## src/rtl/register_write_scoreboard_if.sv

```systemverilog
// rtl/register_write_scoreboard_if.sv - issue/writeback bus and scoreboard status outputs.
interface register_write_scoreboard_if #(
  parameter int NUM_REGS   = 32,
  parameter int ADDR_WIDTH = 5
);
  logic                  Issue_Valid_i;
  logic [ADDR_WIDTH-1:0] Issue_Rd_i;
  logic [ADDR_WIDTH-1:0] Issue_Rs1_i;
  logic [ADDR_WIDTH-1:0] Issue_Rs2_i;
  logic                  Writeback_Valid_i;
  logic [ADDR_WIDTH-1:0] Writeback_Rd_i;
  logic [NUM_REGS-1:0]   Select_Register_o;
  logic                  Hazard_Rs1_o;
  logic                  Hazard_Rs2_o;
  logic                  Stall_o;
  logic [NUM_REGS-1:0]   Busy_o;
  logic [ADDR_WIDTH:0]   Pending_Count_o;
  logic                  Error_o;

  modport master (
    output Issue_Valid_i, Issue_Rd_i, Issue_Rs1_i, Issue_Rs2_i,
    output Writeback_Valid_i, Writeback_Rd_i,
    input  Select_Register_o, Hazard_Rs1_o, Hazard_Rs2_o, Stall_o,
    input  Busy_o, Pending_Count_o, Error_o
  );

  modport slave (
    input  Issue_Valid_i, Issue_Rd_i, Issue_Rs1_i, Issue_Rs2_i,
    input  Writeback_Valid_i, Writeback_Rd_i,
    output Select_Register_o, Hazard_Rs1_o, Hazard_Rs2_o, Stall_o,
    output Busy_o, Pending_Count_o, Error_o
  );
endinterface

```

## src/rtl/register_write_scoreboard.sv

```systemverilog
// rtl/register_write_scoreboard.sv - register-file write select plus in-flight write scoreboard.
// Optional macro WB_BYPASS_EN: same-cycle writeback releases the register for hazard checks.
module register_write_scoreboard #(
  parameter int NUM_REGS   = 32,
  parameter int ADDR_WIDTH = 5
) (
  input  logic                         clk,
  input  logic                         reset,
  register_write_scoreboard_if.slave   bus
);
  localparam logic [ADDR_WIDTH:0] REG_LIMIT = (ADDR_WIDTH+1)'(NUM_REGS);

  logic [NUM_REGS-1:0] busy_q;
  logic [ADDR_WIDTH:0] count_q;
  logic                error_q;

  logic [NUM_REGS-1:0] clear_vec;
  logic [NUM_REGS-1:0] set_vec;
  logic [NUM_REGS-1:0] eff_busy;
  logic                rd_ok, rs1_ok, rs2_ok, wb_ok;
  logic                busy_rd, busy_rs1, busy_rs2;
  logic                hazard_rs1, hazard_rs2, waw, stall, accept;
  logic                inc, dec, err_hit;

  function automatic logic addr_ok(input logic [ADDR_WIDTH-1:0] a);
    return (a != '0) && ({1'b0, a} < REG_LIMIT);
  endfunction

  assign rd_ok  = addr_ok(bus.Issue_Rd_i);
  assign rs1_ok = addr_ok(bus.Issue_Rs1_i);
  assign rs2_ok = addr_ok(bus.Issue_Rs2_i);
  assign wb_ok  = addr_ok(bus.Writeback_Rd_i);

  always_comb begin
    clear_vec = '0;
    for (int i = 1; i < NUM_REGS; i++) begin
      if (bus.Writeback_Valid_i && wb_ok && !reset && bus.Writeback_Rd_i == ADDR_WIDTH'(i))
        clear_vec[i] = 1'b1;
    end
  end

`ifdef WB_BYPASS_EN
  assign eff_busy = busy_q & ~clear_vec;
`else
  assign eff_busy = busy_q;
`endif

  // Register 0 and out-of-range addresses never match, so their lookups stay 0.
  always_comb begin
    busy_rd  = 1'b0;
    busy_rs1 = 1'b0;
    busy_rs2 = 1'b0;
    for (int i = 1; i < NUM_REGS; i++) begin
      if (bus.Issue_Rd_i  == ADDR_WIDTH'(i)) busy_rd  = eff_busy[i];
      if (bus.Issue_Rs1_i == ADDR_WIDTH'(i)) busy_rs1 = eff_busy[i];
      if (bus.Issue_Rs2_i == ADDR_WIDTH'(i)) busy_rs2 = eff_busy[i];
    end
  end

  assign hazard_rs1 = bus.Issue_Valid_i & rs1_ok & busy_rs1;
  assign hazard_rs2 = bus.Issue_Valid_i & rs2_ok & busy_rs2;
  assign waw        = rd_ok & busy_rd;
  assign stall      = bus.Issue_Valid_i & (hazard_rs1 | hazard_rs2 | waw) & ~reset;
  assign accept     = bus.Issue_Valid_i & ~stall & ~reset;

  always_comb begin
    set_vec = '0;
    for (int i = 1; i < NUM_REGS; i++) begin
      if (accept && rd_ok && bus.Issue_Rd_i == ADDR_WIDTH'(i))
        set_vec[i] = 1'b1;
    end
  end

  // At most one bit each in set/clear, so the count moves by at most one per direction.
  assign inc     = |(set_vec & ~busy_q);
  assign dec     = |(clear_vec & busy_q & ~set_vec);
  assign err_hit = |(clear_vec & ~busy_q);

  always_ff @(posedge clk) begin
    if (reset) begin
      busy_q  <= '0;
      count_q <= '0;
      error_q <= 1'b0;
    end else begin
      busy_q <= (busy_q & ~clear_vec) | set_vec;
      if (inc && !dec)
        count_q <= count_q + 1'b1;
      else if (dec && !inc)
        count_q <= count_q - 1'b1;
      if (err_hit)
        error_q <= 1'b1;
    end
  end

  assign bus.Select_Register_o = clear_vec;
  assign bus.Hazard_Rs1_o      = hazard_rs1;
  assign bus.Hazard_Rs2_o      = hazard_rs2;
  assign bus.Stall_o           = stall;
  assign bus.Busy_o            = busy_q;
  assign bus.Pending_Count_o   = count_q;
  assign bus.Error_o           = error_q;
endmodule

```

## src/flat_wrapper.sv

```systemverilog
// flat-port wrapper written by rule: the top's interface ports become plain ports
module register_write_scoreboard_flat 
#(
  parameter int NUM_REGS   = 32,
  parameter int ADDR_WIDTH = 5
)
  (clk, reset, bus_Issue_Valid_i, bus_Issue_Rd_i, bus_Issue_Rs1_i, bus_Issue_Rs2_i, bus_Writeback_Valid_i, bus_Writeback_Rd_i, bus_Select_Register_o, bus_Hazard_Rs1_o, bus_Hazard_Rs2_o, bus_Stall_o, bus_Busy_o, bus_Pending_Count_o, bus_Error_o);
  register_write_scoreboard_if #(.NUM_REGS(NUM_REGS), .ADDR_WIDTH(ADDR_WIDTH)) bus_i ();
  input  logic clk;
  input  logic reset;
  input wire logic [$bits(bus_i.Issue_Valid_i)-1:0] bus_Issue_Valid_i;
  input wire logic [$bits(bus_i.Issue_Rd_i)-1:0] bus_Issue_Rd_i;
  input wire logic [$bits(bus_i.Issue_Rs1_i)-1:0] bus_Issue_Rs1_i;
  input wire logic [$bits(bus_i.Issue_Rs2_i)-1:0] bus_Issue_Rs2_i;
  input wire logic [$bits(bus_i.Writeback_Valid_i)-1:0] bus_Writeback_Valid_i;
  input wire logic [$bits(bus_i.Writeback_Rd_i)-1:0] bus_Writeback_Rd_i;
  output wire logic [$bits(bus_i.Select_Register_o)-1:0] bus_Select_Register_o;
  output wire logic [$bits(bus_i.Hazard_Rs1_o)-1:0] bus_Hazard_Rs1_o;
  output wire logic [$bits(bus_i.Hazard_Rs2_o)-1:0] bus_Hazard_Rs2_o;
  output wire logic [$bits(bus_i.Stall_o)-1:0] bus_Stall_o;
  output wire logic [$bits(bus_i.Busy_o)-1:0] bus_Busy_o;
  output wire logic [$bits(bus_i.Pending_Count_o)-1:0] bus_Pending_Count_o;
  output wire logic [$bits(bus_i.Error_o)-1:0] bus_Error_o;
  assign bus_i.Issue_Valid_i = bus_Issue_Valid_i;
  assign bus_i.Issue_Rd_i = bus_Issue_Rd_i;
  assign bus_i.Issue_Rs1_i = bus_Issue_Rs1_i;
  assign bus_i.Issue_Rs2_i = bus_Issue_Rs2_i;
  assign bus_i.Writeback_Valid_i = bus_Writeback_Valid_i;
  assign bus_i.Writeback_Rd_i = bus_Writeback_Rd_i;
  assign bus_Select_Register_o = bus_i.Select_Register_o;
  assign bus_Hazard_Rs1_o = bus_i.Hazard_Rs1_o;
  assign bus_Hazard_Rs2_o = bus_i.Hazard_Rs2_o;
  assign bus_Stall_o = bus_i.Stall_o;
  assign bus_Busy_o = bus_i.Busy_o;
  assign bus_Pending_Count_o = bus_i.Pending_Count_o;
  assign bus_Error_o = bus_i.Error_o;
  register_write_scoreboard #(.NUM_REGS(NUM_REGS), .ADDR_WIDTH(ADDR_WIDTH)) u_core (.clk(clk), .reset(reset), .bus(bus_i));
endmodule
```

## config.mk

```make
export PLATFORM = sky130hd
export DESIGN_NAME = register_write_scoreboard_flat
export DESIGN_NICKNAME = d
export VERILOG_FILES = /design/src/rtl/register_write_scoreboard_if.sv /design/src/rtl/register_write_scoreboard.sv /design/src/flat_wrapper.sv
export SDC_FILE = /design/constraint.sdc
export NUM_CORES = 1
export LEC_CHECK = 0
export ABC_CLOCK_PERIOD_IN_PS = 11840
export CAP_MARGIN = 20
export CORE_ASPECT_RATIO = 0.7
export CORE_MARGIN = 2
export CORE_UTILIZATION = 54
export CTS_BUF_LIST = sky130_fd_sc_hd__clkbuf_16
export DETAILED_ROUTE_END_ITERATION = 12
export HOLD_SLACK_MARGIN = 0.12
export PLACE_DENSITY_LB_ADDON = 0.15
export SYNTH_ARGS = -nofsm -noshare
export SYNTH_HDL_FRONTEND = slang
export SYNTH_SLANG_ARGS = --single-unit
```

## constraint.sdc

```tcl
create_clock -name clk -period 11.84 [get_ports clk]
set_input_delay 2.368 -clock clk [delete_from_list [all_inputs] [get_ports clk]]
set_output_delay 2.368 -clock clk [all_outputs]
set_load 0.05 [all_outputs]
```

* Word-level counts from Yosys, hierarchy flattened
Cells that the tools add are included.
** Storage, ports and cells
- Bits in registers :: 39
- Bits of input ports :: 24
- Output and inout bits :: 74
- Logic and storage cells :: 386
** Cells by class
- Add/subtract/negate cells :: 2
- Equality and inequality tests :: 124
- Muxes and demuxes :: 157
- Bitwise operators :: 22
- Reductions and logical operators :: 78
** Operators by type and width (count)
- 5-bit == test, second input constant :: 64
- 32-bit bitwise AND :: 5
- 5-bit by 4-bit == test with 1-bit output, second input constant :: 32
- 1-bit two-way mux :: 155
- 32-bit NOT :: 3
- 32-bit OR reduction :: 3
- 5-bit by 3-bit == test with 1-bit output, second input constant :: 16
- 1-bit logical AND :: 67
- 5-bit by 2-bit == test with 1-bit output, second input constant :: 8
- 32-bit bitwise OR :: 1
- 5-bit by 1-bit == test with 1-bit output, second input constant :: 4
- 5-bit nonzero test :: 4
- 6-bit two-way mux :: 2
- 1-bit bitwise AND :: 9
- 6-bit by 1-bit adder with 6-bit output, second input constant :: 1
- 6-bit by 1-bit subtractor with 6-bit output, second input constant :: 1
- 1-bit logical NOT :: 3
- 1-bit NOT :: 2
- 1-bit bitwise OR :: 2
- 2-bit nonzero test :: 1

* Longest topological paths before layout
Gate-level depths: netlist of the first run.
- Word-level depth :: 49
- Mapped depth :: 21
- Mapped depth without buffers :: 18

* Worst setup path before layout of the first run
No wires, ideal clock.
- Path type :: input to output
- From :: input bus_Issue_Rs2_i[1]
- To :: output bus_Stall_o
- Data arrival time :: 5.825 ns
- Required time :: 9.472 ns
- Path slack :: 3.647 ns
- Stages on the path :: 8
- Path buffers :: 1
- Cells stage by stage :: buf_2 nor3b_1 a211o_1 a211oi_1 nor2_1 o41ai_2 a21oi_2 a311oi_1
** Between the ends
- Cells in the longest elaborated chain, start to end :: 37
- Elaborated cells on any way between the ends :: 69
- Classes of those cells :: 31 x eq/ne; 31 x mux; 6 x bitwise; 1 x reduce/logical
** Ends and longest elaborated chain
- start, declared :: RTL line flat_wrapper.sv:14 : input wire logic [$bits(bus_i.Issue_Rs2_i)-1:0] bus_Issue_Rs2_i;
- 5-bit by 1-bit == test with 1-bit output :: RTL line register_write_scoreboard.sv:56 : if (bus.Issue_Rs2_i == ADDR_WIDTH'(i)) busy_rs2 = eff_busy[i];
- 1-bit two-way mux (31 in series) :: RTL line register_write_scoreboard.sv:56
- 1-bit bitwise AND * :: RTL line register_write_scoreboard.sv:61 : assign hazard_rs2 = bus.Issue_Valid_i & rs2_ok & busy_rs2;
- named net bus_Hazard_Rs2_o :: RTL line flat_wrapper.sv:19 : output wire logic [$bits(bus_i.Hazard_Rs2_o)-1:0] bus_Hazard_Rs2_o;
- 1-bit bitwise OR * (2 in series) :: RTL line register_write_scoreboard.sv:63 : assign stall = bus.Issue_Valid_i & (hazard_rs1 | hazard_rs2 | waw) & ~reset;
- 1-bit bitwise AND * (2 in series) :: RTL line register_write_scoreboard.sv:63
- end, declared :: RTL line flat_wrapper.sv:20 : output wire logic [$bits(bus_i.Stall_o)-1:0] bus_Stall_o;
Mark *: on every way through the listed nets, which the timed path passes. The rest lies on a longest branch.

* Worst setup path in the final report of the first run
- From :: input bus_Issue_Rs1_i[1]
- To :: output bus_Stall_o
** Between the ends
- Cells in the longest elaborated chain, start to end :: 37
- Elaborated cells on any way between the ends :: 69
- Classes of those cells :: 31 x eq/ne; 31 x mux; 6 x bitwise; 1 x reduce/logical
** Ends and longest elaborated chain
- start, declared :: RTL line flat_wrapper.sv:13 : input wire logic [$bits(bus_i.Issue_Rs1_i)-1:0] bus_Issue_Rs1_i;
- 5-bit by 1-bit == test with 1-bit output :: RTL line register_write_scoreboard.sv:55 : if (bus.Issue_Rs1_i == ADDR_WIDTH'(i)) busy_rs1 = eff_busy[i];
- 1-bit two-way mux (31 in series) :: RTL line register_write_scoreboard.sv:55
- 1-bit bitwise AND * :: RTL line register_write_scoreboard.sv:60 : assign hazard_rs1 = bus.Issue_Valid_i & rs1_ok & busy_rs1;
- 1-bit bitwise OR * (2 in series) :: RTL line register_write_scoreboard.sv:63
- 1-bit bitwise AND * (2 in series) :: RTL line register_write_scoreboard.sv:63
Mark *: on every way between the ends. The rest lies on a longest branch, timed or not.

==> results.txt, run 1 <==
Status: finished, final reports clean
Reg clk slew, reported paths: 0.06 ns
RR Endpoint: u_core.bus.Pending_Count_o[5]
Pins Over Slew Limit: 0
RSZ-0062 raised after global routing: false
Pwr/cell area: 81.4 nW/µm²
Drt total wl: 16.5 mm
Fin Clk Skew: 0.00723 ns
Worst Path Arrival: 5.99 ns
Rows: 25
DPL Wire Length: 11.8 mm
Starting Density: 56.5%
Clk root buf: clkbuf_16
HP Start: u_core.bus.Pending_Count_o[5]
Met2 usage in global routing: 58.7%
Placed Cells: 683
Clock tree buffer depth: 2
Grt total ovfl: 0
Max Fclk: 120 MHz
Hold Path Stages: 2
Routability cong.: 1.05
Via density: 7.22
# resized after CTS: 0
Final hold slack: 0.503 ns
Pin count of the biggest net entering global routing: 49
Post-route ant nets: 0
Slew margin rel.: 39.3%
DR pass1 iterations: 8
Register bit count reported by yosys: 38
Die Y-Extent: 74.7 µm
Buf/Inv on CP: 2
Final hold vios: 0
Cells after synthesis: 531
DR WL/cell: 23.9 µm
Die ar.: 7840 µm²
Critical path cell sequence: clkdlybuf4s50_1 -> nand2_1 -> nor2_1 -> a2111oi_0 -> o311a_1 -> o21ai_0 -> a21oi_2 -> a311oi_1 -> clkdlybuf4s50_1
Syn Area/Cell: 7.26 µm²
Slew @ Worst Pin: 0.907 ns
Post-Syn Area: 3850 µm²
DR vias: 4986
Io pins: 98
Max Cap Viol: 0
Number of remaining DRC errors: 0
Port buffer count: 95
VDD IR max: 0.0600 mV
Worst EP required: 9.47 ns
Worst setup path class: primary input to output pin
# diodes: 0
Num CTS Buffers: 5
DR iter-0 viols: 945
Fraction of registers with async set/reset: 0%
Most frequent cells in the layout: 95 x clkdlybuf4s50_1, 53 x nand2_1, 45 x nor2_1
Postcts setup bufs: 0
Die width: 105 µm
Met1 usage: 57.8%
Area grow syn2layout: 26.6%
Slowest CP cell: clkdlybuf4s50_1
CP delay by family, top: buffers and inverters
Antenna violations before repair: 0
Setup TNS: 0 ns
H-Tree Depth: 2
Minimum clock period: 8.36 ns
Crit-path max FO: 26
Synthesis Warnings: 0
FF-to-FF Start: u_core.bus.Busy_o[15]
Vias in the first global route: 4385
Synth top area share: 19.7%
Type of the tightest min-delay check: flop to flop
# nets final: 626
Pleak: 1.82 nW
Gr busiest metal: met2
Final Cycle Share: 70.6%
Post-synthesis cell type count: 73
Leading area contributor after synthesis: dfxtp_1
Sequential fraction of the synthesis area: 19.7%
Max incr delay on CP: 1.06 ns
Top_reg_cell synth: dfxtp_1
R2R Setup Slk: 6.69 ns
Num Clock Sinks: 38
TritonCTS clock tree: yes
First-pass GRT wire length: 24.8 mm
Crit. End Element: output pin
Commonest non-fill, non-tap cell in the layout: clkdlybuf4s50_1
CP most frequent cell: clkdlybuf4s50_1
Core Box Area: 6820 µm²
R2R cell count: 18
Leading post-synthesis cells by cell area: dfxtp_1 20%, nand2_1 5.2%, nand3b_1 5.1%
Setup Viol. Count Final: 0
Number of flops mapped to enable cells by yosys: 0
Multi-input logic area: 2750 µm²
Filler cell count: 561
Register area: 761 µm²
Layout cell share with drive strength beyond 1: 4.86%
WHS Endpoint: u_core.bus.Pending_Count_o[5]
Final Non-Filler Cells: 691
Hold buffers post-CTS: 0
Worst skew pair latency: 0.29 ns
Tot GR Track Use: 41.6%
Startpoint types: primary input
GRT met3 Usage: 16.0%
[final cells by class]
cell class / instances / area share (%)
Clock buffer: 5 / 2.57
Clock inverter: 3 / 0.436
Inverter: 38 / 2.92
Multi-Input combinational cell: 417 / 56.4
Sequential cell: 38 / 15.6
Tap cell: 94 / 2.41
Timing Repair Buffer: 96 / 19.7
[report_power, final]
part	leakage [nW]	internal (mW)	switching [mW]
Clock	0.0698	0.0782	0.0605
Sequential	0.307	0.131	0.00549
Combinational	1.44	0.0432	0.0783
Total	1.82	0.253	0.144
[logic make-up after synthesis]
logic type | after synthesis | synth area share [%]
other | 1 | 0.0973
buffers and inverters | 77 | 8.93
muxes | 20 | 6.63
AOI/OAI and AO/OA | 161 | 30.5
and+or+nand+nor | 223 | 30.8
xor gates and xnor gates | 5 | 1.14
DFF | 38 | 19.7
adders and majority gates | 6 | 2.14
[sequential cells by signal, indices dropped and copies added, names as in the netlist]
signal                      flops
u_core.bus.Pending_Count_o      6
u_core.bus.Error_o              1
u_core.bus.Busy_o              31
[Yosys cell counts, types with 8 or more instances]
| library cell | number |
|---|---|
| nor2b_1 | 15 |
| dfxtp_1 | 38 |
| nand2_1 | 53 |
| o32ai_1 | 10 |
| a31oi_1 | 11 |
| o21ai_0 | 17 |
| nor2_1 | 45 |
| o22ai_1 | 14 |
| nand3b_1 | 26 |
| nor4_1 | 8 |
| nand3_1 | 12 |
| buf_2 | 14 |
| a21oi_1 | 21 |
| mux2i_1 | 12 |
| nand2b_1 | 16 |
| clkbuf_1 | 17 |
| a211oi_1 | 9 |
| inv_1 | 37 |
| a22oi_1 | 9 |
| nor3_1 | 11 |
| o31ai_1 | 17 |
| and2_1 | 8 |
[per-layer routing]
layer	share of wire [%]	up-vias
li1	-	2120
met1	39	2227
met2	39	530
met3	18	109
met4	4.5	0
met5	0	-
[worst register-to-register path: stages, from the launching register on]
cell and delay, ns:
dfxtp_1 0.47, mux4_2 0.53, nor3b_1 0.15, a21oi_1 0.22
o311a_1 0.23, o21ai_0 0.14, a21oi_2 0.26, nand3_2 0.57
nor3b_1 0.46, ha_1 0.25, inv_1 0.14, ha_1 0.30
a21o_1 0.17, a21oi_1 0.31, o21bai_1 0.12, a21oi_1 0.18
xnor2_1 0.10, or3_1 0.31, a21oi_1 0.15
[worst max-delay path by stage]
stage,start,to,slack (ns),depth (start not counted)
floorplan,bus_Issue_Rs2_i[1],bus_Stall_o,3.65,8
global placement,bus_Issue_Rs1_i[1],bus_Stall_o,3.59,9
detailed placement,bus_Issue_Rs1_i[1],bus_Stall_o,3.57,9
CTS,bus_Issue_Rs1_i[1],bus_Stall_o,3.59,9
global route,bus_Issue_Rs1_i[1],bus_Stall_o,3.28,9
finish,bus_Issue_Rs1_i[1],bus_Stall_o,3.48,9
[through the flow]
| stage | instance area (µm²) | util (%) | total power [mW] | worst slack [ns] |
|---|---|---|---|---|
| 5_1_grt | 4880 | 71.5 | 0.407 | 3.28 |
| 3_3_place_gp | 4730 | 69.4 | 0.254 | 3.59 |
| 6_report | 4880 | 71.5 | 0.397 | 3.48 |
| 3_5_place_dp | 4730 | 69.4 | 0.256 | 3.57 |
| 2_1_floorplan | 3860 | - | 0.223 | 3.65 |
| 4_1_cts | 4880 | 71.5 | 0.390 | 3.59 |
Power figures use the tool's default switching activity.
==> inputs of run 2 (changes only) <==
--- a/config.mk
+++ b/config.mk
@@ -5,11 +5,11 @@
 export SDC_FILE = /design/constraint.sdc
 export NUM_CORES = 1
 export LEC_CHECK = 0
-export ABC_CLOCK_PERIOD_IN_PS = 11840
+export ABC_CLOCK_PERIOD_IN_PS = 7300
 export CAP_MARGIN = 20
 export CORE_ASPECT_RATIO = 0.7
 export CORE_MARGIN = 2
-export CORE_UTILIZATION = 54
+export CORE_UTILIZATION = 46
 export CTS_BUF_LIST = sky130_fd_sc_hd__clkbuf_16
 export DETAILED_ROUTE_END_ITERATION = 12
 export HOLD_SLACK_MARGIN = 0.12
==> constraint.sdc (replaced) <==
create_clock -name clk -period 7.3 [get_ports clk]
set_input_delay 1.46 -clock clk [delete_from_list [all_inputs] [get_ports clk]]
set_output_delay 1.46 -clock clk [all_outputs]
set_load 0.05 [all_outputs]
==> run 2 against run 1 <==
Effect of this change: die area grew 17%; clock power grew 84%; non-clock buffer count increased by 2; sequential cell count unchanged; utilization fell by 10 points; sequential power grew 63%; final area rose by 0.97%; combinational power rose by 63%; first-iteration DRC count fell by 27%; clock skew is 0.0036 ns lower; sequential share of layout area decreased by 0.15 points; power rose by 71%; critical path type unchanged; critical endpoint unchanged; largest power group unchanged.
==> results.txt, run 2 (synthesized netlist as in run 1, its figures left out) <==
Status: finished, final reports clean
Area grow syn2layout: 27.8%
Post-route ant nets: 0 (unchanged)
Crit-path max FO: 26 (unchanged)
Worst setup path class: primary input to output pin
Setup Viol. Count Final: 0 (unchanged)
Drt total wl: 16.8 mm (+1.7%)
Worst EP required: 5.84 ns (-3.63 ns)
Num CTS Buffers: 5 (unchanged)
Type of the tightest min-delay check: flop to flop
Worst Path Arrival: 5.15 ns (-0.84 ns)
Minimum clock period: 6.61 ns
RR Endpoint: u_core.bus.Pending_Count_o[5]
Grt total ovfl: 0 (unchanged)
Reg clk slew, reported paths: 0.06 ns (about the same)
Worst skew pair latency: 0.29 ns (about the same)
DR WL/cell: 24.0 µm (+0.41%)
Final worst setup slack: 0.690 ns (-2.79 ns)
Core Box Area: 8010 µm² (+17%)
Rows: 27 (+8.0%)
Via density: 6.95 (-3.7%)
Post-place setup slack: 0.758 ns (-2.82 ns)
First-pass GRT wire length: 25.5 mm (+2.6%)
Hold buffers post-CTS: 0 (unchanged)
Slew @ Worst Pin: 0.874 ns (-0.0332 ns)
H-Tree Depth: 2 (unchanged)
Number of remaining DRC errors: 0 (unchanged)
# nets final: 628 (+0.32%)
Final hold vios: 0 (unchanged)
Postcts setup bufs: 0 (unchanged)
Final hold slack: 0.489 ns (-0.0142 ns)
Io pins: 98 (unchanged)
Total power: 679 µW (+71%)
Die ar.: 9130 µm² (+17%)
Pin count of the biggest net entering global routing: 46 (-6.1%)
DPL Wire Length: 12.3 mm (+4.0%)
Final Cycle Share: 90.6%
Starting Density: 48.1% (-8.4 points)
TritonCTS clock tree: yes
Startpoint types: primary input
# resized after CTS: 0 (unchanged)
Die width: 113 µm (+8.0%)
VDD IR max: 0.115 mV (+92%)
Port buffer count: 95 (unchanged)
Layout cell share with drive strength beyond 1: 5.18% (+0.32 points)
Most frequent cells in the layout: 95 x clkdlybuf4s50_1, 53 x nand2_1, 45 x nor2_1
Max Cap Viol: 0 (unchanged)
RSZ-0062 raised after global routing: false
Pins Over Slew Limit: 0 (unchanged)
Max Fclk: 151 MHz
Setup TNS: 0 ns (unchanged)
HP Start: u_core.bus.Pending_Count_o[5]
Clock tree buffer depth: 2 (unchanged)
Fin Clk Skew: 0.00359 ns (-0.00364 ns)
Vias in the first global route: 4427 (+0.96%)
DR vias: 4862 (-2.5%)
# diodes: 0 (unchanged)
Slew margin rel.: 41.5% (+2.2 points)
WHS Endpoint: u_core.bus.Pending_Count_o[5]
Tot GR Track Use: 36.8% (-4.7 points)
DR pass1 iterations: 5 (-3)
Num Clock Sinks: 38 (unchanged)
Pwr/cell area: 138 nW/µm² (+69%)
DR iter-0 viols: 691 (-27%)
Die Y-Extent: 80.6 µm (+7.9%)
FF-to-FF Start: u_core.bus.Busy_o[15]
R2R cell count: 18 (unchanged)
Pleak: 1.83 nW (+0.85%)
Clk root buf: clkbuf_16
Crit. End Element: output pin
Routability cong.: 1.11 (+5.9%)
Antenna violations before repair: 0 (unchanged)
Hold Path Stages: 2 (unchanged)
Max reg flops: 31 (unchanged)
R2R Setup Slk: 2.96 ns (-3.73 ns)
Commonest non-fill, non-tap cell in the layout: clkdlybuf4s50_1
[run 2: critical path: stages]
cell	delay [ns]
clkdlybuf4s50_1	1.04
mux4_2	0.34
nor3b_1	0.20
a21oi_1	0.08
a221o_1	0.29
o21ai_0	0.36
a21oi_2	0.16
a311oi_1	0.35
clkdlybuf4s50_1	0.86
[run 2: worst max-delay path by stage]
stage | startpoint | to | slack [ns]
global placement | bus_Issue_Rs1_i[1] | bus_Stall_o | 0.79
CTS | bus_Issue_Rs2_i[1] | bus_Stall_o | 0.75
finish | bus_Issue_Rs1_i[1] | bus_Stall_o | 0.69
detailed placement | bus_Issue_Rs1_i[1] | bus_Stall_o | 0.76
floorplan | bus_Issue_Rs2_i[1] | bus_Stall_o | 0.92
global route | bus_Issue_Rs1_i[1] | bus_Stall_o | 0.52
[run 2: final cells by class]
| class | instances | area [µm²] |
|---|---|---|
| Fill cell | 759 | 3080 |
| Multi-Input combinational cell | 417 | 2750 |
| Timing Repair Buffer | 98 | 973 |
| Sequential cell | 38 | 761 |
| Inverter | 38 | 143 |
| Tap cell | 101 | 126 |
| Clock buffer | 5 | 125 |
| Clock inverter | 3 | 45.0 |
[run 2: metrics by stage]
step | cells | util, % | instance area (µm²)
after floorplan | 532 | - | 3860
after global placement | 692 | 59.4 | 4750
final | 700 | 61.5 | 4920
after global routing | 700 | 61.5 | 4920
after detailed placement | 692 | 59.4 | 4750
after CTS | 700 | 61.5 | 4920
[run 2: power by group]
part	internal, mW	switching, mW
sequential	0.213	0.00969
clock	0.161	0.0951
combinational	0.0715	0.128
[run 2: per-layer routing]
| layer | track usage, % | wire, µm | vias up |
|---|---|---|---|
| met4 | 14.0 | 655 | 0 |
| li1 | - | - | 2114 |
| met3 | 11.3 | 2470 | 70 |
| met1 | 52.8 | 7100 | 2270 |
| met2 | 50.8 | 6590 | 408 |
| met5 | 0 | 0 | - |
